### src/rtl/core_types.sv
// core_types: request bundle shared between the pipeline and the data-memory path.
package core_types;
  localparam int REQ_ADDR_W = 32;
  localparam int REQ_DATA_W = 32;
  typedef struct packed {
    logic                  valid;
    logic                  we;
    logic [3:0]            sel;
    logic [REQ_ADDR_W-1:0] addr;
    logic [REQ_DATA_W-1:0] wdata;
  } dmem_req_t;
  function automatic logic [REQ_ADDR_W-1:0] word_align(input logic [REQ_ADDR_W-1:0] a);
    return a & ~REQ_ADDR_W'(3);
  endfunction
endpackage

### src/rtl/dmem_responder.sv
// dmem_responder: single-outstanding data-memory FSM bridging pipeline requests to a read/write backend.
module dmem_responder
  import core_types::*;
#(
  parameter int ADDR_W = REQ_ADDR_W,
  parameter int DATA_W = REQ_DATA_W
) (
  input  logic              clk,
  input  logic              rst,
  input  logic              req_valid,
  input  logic              req_we,
  input  logic [3:0]        req_sel,
  input  logic [ADDR_W-1:0] req_addr,
  input  logic [DATA_W-1:0] req_wdata,
  input  logic              flush,
  output logic              addr_ok,
  output logic              data_ok,
  output logic [DATA_W-1:0] rdata,
  output logic              rd_req,
  output logic [ADDR_W-1:0] rd_addr,
  input  logic              rd_rdy,
  input  logic              ret_valid,
  input  logic [DATA_W-1:0] ret_data,
  output logic              wr_req,
  output logic [ADDR_W-1:0] wr_addr,
  output logic [DATA_W-1:0] wr_data,
  output logic [3:0]        wr_strb,
  input  logic              wr_rdy,
  input  logic              wr_resp
);
  typedef enum logic [2:0] {IDLE, RD_REQ, RD_WAIT, WR_REQ, WR_WAIT, RESP} state_t;
  state_t            state_q, state_d;
  dmem_req_t         req_q, req_d;
  logic              cancel_q, cancel_d;
  logic [DATA_W-1:0] rdata_q, rdata_d;
  logic              accept;
  assign accept = state_q == IDLE && req_valid && !flush;
  always_comb begin
    state_d  = state_q;
    req_d    = req_q;
    cancel_d = cancel_q;
    rdata_d  = rdata_q;
    case (state_q)
      IDLE: begin
        state_d = accept ? (req_we ? WR_REQ : RD_REQ) : IDLE;
        req_d   = accept ? '{valid: 1'b1, we: req_we, sel: req_sel, addr: req_addr, wdata: req_wdata} : req_q;
      end
      RD_REQ: begin
        state_d  = rd_rdy ? RD_WAIT : flush ? IDLE : RD_REQ;
        cancel_d = cancel_q | (flush & rd_rdy);
      end
      RD_WAIT: begin
        cancel_d = cancel_q | flush;
        state_d  = ret_valid ? RESP : RD_WAIT;
        rdata_d  = (ret_valid && !cancel_d) ? ret_data : rdata_q;
      end
      WR_REQ: begin
        state_d  = wr_rdy ? WR_WAIT : flush ? IDLE : WR_REQ;
        cancel_d = cancel_q | (flush & wr_rdy);
      end
      WR_WAIT: begin
        cancel_d = cancel_q | flush;
        state_d  = wr_resp ? RESP : WR_WAIT;
      end
      RESP: begin
        state_d  = IDLE;
        cancel_d = 1'b0;
      end
      default: state_d = IDLE;
    endcase
  end
  always_ff @(posedge clk) begin
    if (rst) begin
      state_q  <= IDLE;
      req_q    <= '0;
      cancel_q <= 1'b0;
      rdata_q  <= '0;
    end else begin
      state_q  <= state_d;
      req_q    <= req_d;
      cancel_q <= cancel_d;
      rdata_q  <= rdata_d;
    end
  end
  // Outputs are forced low while rst is held, before the flops have cleared.
  assign addr_ok = !rst && accept;
  assign data_ok = !rst && state_q == RESP && !cancel_q && !flush;
  assign rd_req  = !rst && state_q == RD_REQ && req_q.valid && !req_q.we;
  assign wr_req  = !rst && state_q == WR_REQ && req_q.valid && req_q.we;
  assign rd_addr = rst ? '0 : word_align(req_q.addr);
  assign wr_addr = rst ? '0 : word_align(req_q.addr);
  assign wr_data = rst ? '0 : req_q.wdata;
  assign wr_strb = rst ? '0 : req_q.sel;
  assign rdata   = rst ? '0 : rdata_q;
endmodule

### config.mk
export PLATFORM = sky130hd
export DESIGN_NAME = dmem_responder
export DESIGN_NICKNAME = d
export VERILOG_FILES = /design/src/rtl/core_types.sv /design/src/rtl/dmem_responder.sv
export SDC_FILE = /design/constraint.sdc
export NUM_CORES = 1
export LEC_CHECK = 0
export BUFFER_PORTS_ARGS = -buffer_cell sky130_fd_sc_hd__buf_2
export CORE_ASPECT_RATIO = 1.1
export CORE_MARGIN = 2
export CORE_UTILIZATION = 40
export DETAILED_ROUTE_END_ITERATION = 8
export GPL_ROUTABILITY_DRIVEN = 0
export PLACE_DENSITY = 0.71
export SLEW_MARGIN = 10
export SYNTH_ARGS = -nofsm -noshare
export SYNTH_HDL_FRONTEND = slang
export SYNTH_SLANG_ARGS = --single-unit
export TNS_END_PERCENT = 1
### constraint.sdc
create_clock -name clk -period 2.8 [get_ports clk]
set_input_delay 0.28 -clock clk [delete_from_list [all_inputs] [get_ports clk]]
set_output_delay 0.28 -clock clk [all_outputs]
set_load 0.005 [all_outputs]
==> key figures <==
Floorplan
  • Die area: 13600 µm²
  • Die width: 111 µm
  • Initial Util: slightly above 40%
  • # IOs: 245
  • Row cnt: 43
  • Die Ht: 122 µm
  • Core Region: 12500 µm²

Critical path
  • Crit path capture type: primary output
  • R2R depth: 3
  • Critical Path Start Type: flip-flop
  • Crit Path Category: reg -> out
  • CP peak stage delay: 0.61 ns
  • Critical Path, Cell by Cell: nor4_4 > nand2_1 > nor2_1 > buf_2
  • FF-to-FF Start: state_q[1]
  • Critical path fanouts, max: 14
  • Crit. Startpoint: state_q[1]
  • Critical Path RT: about 2.5 ns
  • Slowest stage cell, crit path: nor4_4
  • Arr. time, crit path: 1.83 ns

CTS
  • Num CTS Buffers: 9
  • Post-cts resize count: 0
  • CTS Buffer Depth: 2
  • Clk sinks: 104
  • Cts hold-fix bufs: 0
  • CTS tree: done
  • Clock Latency Late Sink: between 0.3 and 0.4 ns
  • H-tree Lvls: 3
  • Clock Pin Slew Worst Setup and Hold Paths: 0.07 ns
  • Setup Buffers After CTS: 0
  • Root Buffer: clkbuf_16

GRT
  • Initial antenna violation count: 0
  • Met2 usage: approximately 31%
  • M3 GR Usage: ~5.2%
  • First-pass GRT wire length: 21.5 mm
  • M1 GR Usage: 24.4%
  • Aggregate global-route resource usage: 19.1%
  • Largest net degree at the start of global routing: 80
  • Busiest grt layer: met2
  • Number of global-route vias before repair: ~4400
  • Overflow after GRT: 0

Logic synthesis
  • Yosys warns: 0
  • Asr flop ratio synth: 0%
  • EDFF count, synth: 0
  • Top cell type by total area after synthesis: dfxtp_1
  • Largest cells by area after synthesis: dfxtp_1 41%, nor2b_1 12%, a21oi_1 10%, nand3_1 9.8%, o21ai_0 6.7%
  • Yosys reg bits: 104
  • Post-Syn Area per Cell: 7.86 µm²
  • Post-synth top cells: 104 x dfxtp_1, 101 x a21oi_1, 100 x nor2b_1
  • Post-synth top area share: 41.1%
  • Mapped Area: 5060 µm²
  • Yosys cell types: 37
  • Count leader, synth: dfxtp_1
  • Mapped Cells: 644
  • Post-synth top flop: dfxtp_1
  • Sequential share of the synthesized area: 41.1%

Power
  • Flop pwr share: 46.9%
  • P_int: between 2 and 3 mW
  • Share of power burned in the clock network: 38.3%
  • P per Cell Area: about 530 nW/µm²
  • Comb power frac: 14.8%
  • Leakage: about 2.8 nW
  • Max rail drop VDD: 0.329 mV
  • Sw power: between 0.8 and 0.9 mW
  • Net Sw Frac: 25.5%

STA
  • Final min period: 2.11 ns
  • Measured slew at the worst slew-check pin: ~0.73 ns
  • Peak Freq: 474 MHz
  • Endpoints failing hold: 0
  • Clock Skews: 0.00532 ns
  • Total negative slack: 0 ns
  • RSZ-0062 raised after global routing: false
  • Fin crit share: 75.4%
  • Slew Viols, Final: 0
  • Slew HR: 51.5%
  • Final setup fails: 0

Detailed routing
  • DRC Markers: 0
  • Via density: 5.11
  • 1st-pass router iterations: 4
  • Detailed Route Iter0 Violations: 388
  • Avg WL per Cell: 13.9 µm
  • Antenna-violating nets left: 0
  • Via count: 4956
  • WL final: about 13 mm

Min path
  • Hold path startpoint: ret_data[18]
  • Hold crit path type: in -> reg
  • Hold depth: 3

Cells and area
  • Share of layout cells above drive strength 1: 34.0%
  • Synth-to-layout area growth: 26.2%
  • Filler cell count: 1257
  • Nets@finish: approximately 900
  • Post-layout util: 51.2%
  • Antenna diodes: 0

Placement
  • # port buffers: 238
  • Post-detail-place hpwl: about 9 mm

Run
  • Max Cap Viol: 0

Outcome
  • Outcome: completed
-- worst max-delay path, delay by kind of cell (launching register included) --
family | cells | cell delay [ns]
simple gates | 3 | 0.89
buf+inv | 1 | 0.13
flops | 1 | 0.46
-- area by class of cell --
| type | instances | area, µm² | share of cell area [%] |
|---|---|---|---|
| Clock inverter | 2 | 37.5 | 0.587 |
| Inverter | 2 | 7.51 | 0.117 |
| Clock buffer | 13 | 270 | 4.23 |
| Tap cell | 157 | 196 | 3.07 |
| Multi-Input combinational cell | 439 | 2430 | 38.0 |
| Sequential cell | 104 | 2080 | 32.6 |
| Timing Repair Buffer | 252 | 1370 | 21.4 |
-- power by group through the flow --
| stage | logic [mW] | registers [mW] | clock network, mW |
|---|---|---|---|
| 2_1_floorplan | 0.347 | 1.60 | 0 |
| 3_3_place_gp | 0.503 | 1.61 | 0 |
| 3_5_place_dp | 0.503 | 1.62 | 0 |
| 4_1_cts | 0.505 | 1.58 | 1.34 |
| 5_1_grt | 0.560 | 1.59 | 1.39 |
| 6_report | 0.499 | 1.58 | 1.29 |
-- path summary, 6_finish.rpt --
path                                     to  slack (ns)
worst max-delay path                addr_ok        0.69
worst max register to register    req_q[29]        0.89
worst min register to register    req_q[12]        0.46
worst min-delay path            rdata_q[18]        0.18
-- layout by cell type, fill, tap and decap left out, types with 2 or more instances in the layout --
master	instances
a21oi_1	101
a31oi_1	2
and2_1	2
buf_12	5
buf_2	237
buf_4	9
clkbuf_16	9
clkbuf_8	3
conb_1	4
dfxtp_1	104
nand2_1	2
nand2b_1	3
nand3_1	99
nand3b_1	2
nor2_1	5
nor2b_1	99
o21ai_0	68
o21ai_1	32
o21ai_2	3
or4b_1	2
-- registers in the layout, summed over array words and instances, names as in the netlist --
name and count:
state_q 3, req_q 68, rdata_q 32, cancel_q 1
-- layer usage --
metal / up-vias / share of wire (%)
met1: 2247 / 43
li1: 2503 / -
met2: 190 / 47
met5: - / 0
met3: 16 / 8.2
met4: 0 / 1.7
-- cells by family (layout without fill, tap and decap cells) --
logic type / Yosys count / after routing / share of synthesized area, %
AO/OA/AOI/OAI: 209 / 209 / 21.1
buffers and inverters: 104 / 269 / 11.3
AND/OR/NAND/NOR: 224 / 224 / 26.0
other: 1 / 4 / 0.0741
multiplexers: 1 / 1 / 0.222
XOR/XNOR: 1 / 1 / 0.173
flip-flops: 104 / 104 / 41.1
-- through the flow --
step | power (mW) | hold WS, ns | cell area, µm² | cells | setup WS (ns)
6_report | 3.37 | 0.178 | 6390 | 969 | 0.688
5_1_grt | 3.54 | 0.175 | 6390 | 969 | 0.454
4_1_cts | 3.43 | 0.158 | 6390 | 969 | 0.647
3_5_place_dp | 2.12 | 0.449 | 6080 | 954 | 0.924
3_3_place_gp | 2.12 | 0.443 | 6080 | 954 | 0.928
2_1_floorplan | 1.95 | 0.427 | 5070 | 647 | 1.28
(Power assumes the default switching activity.)
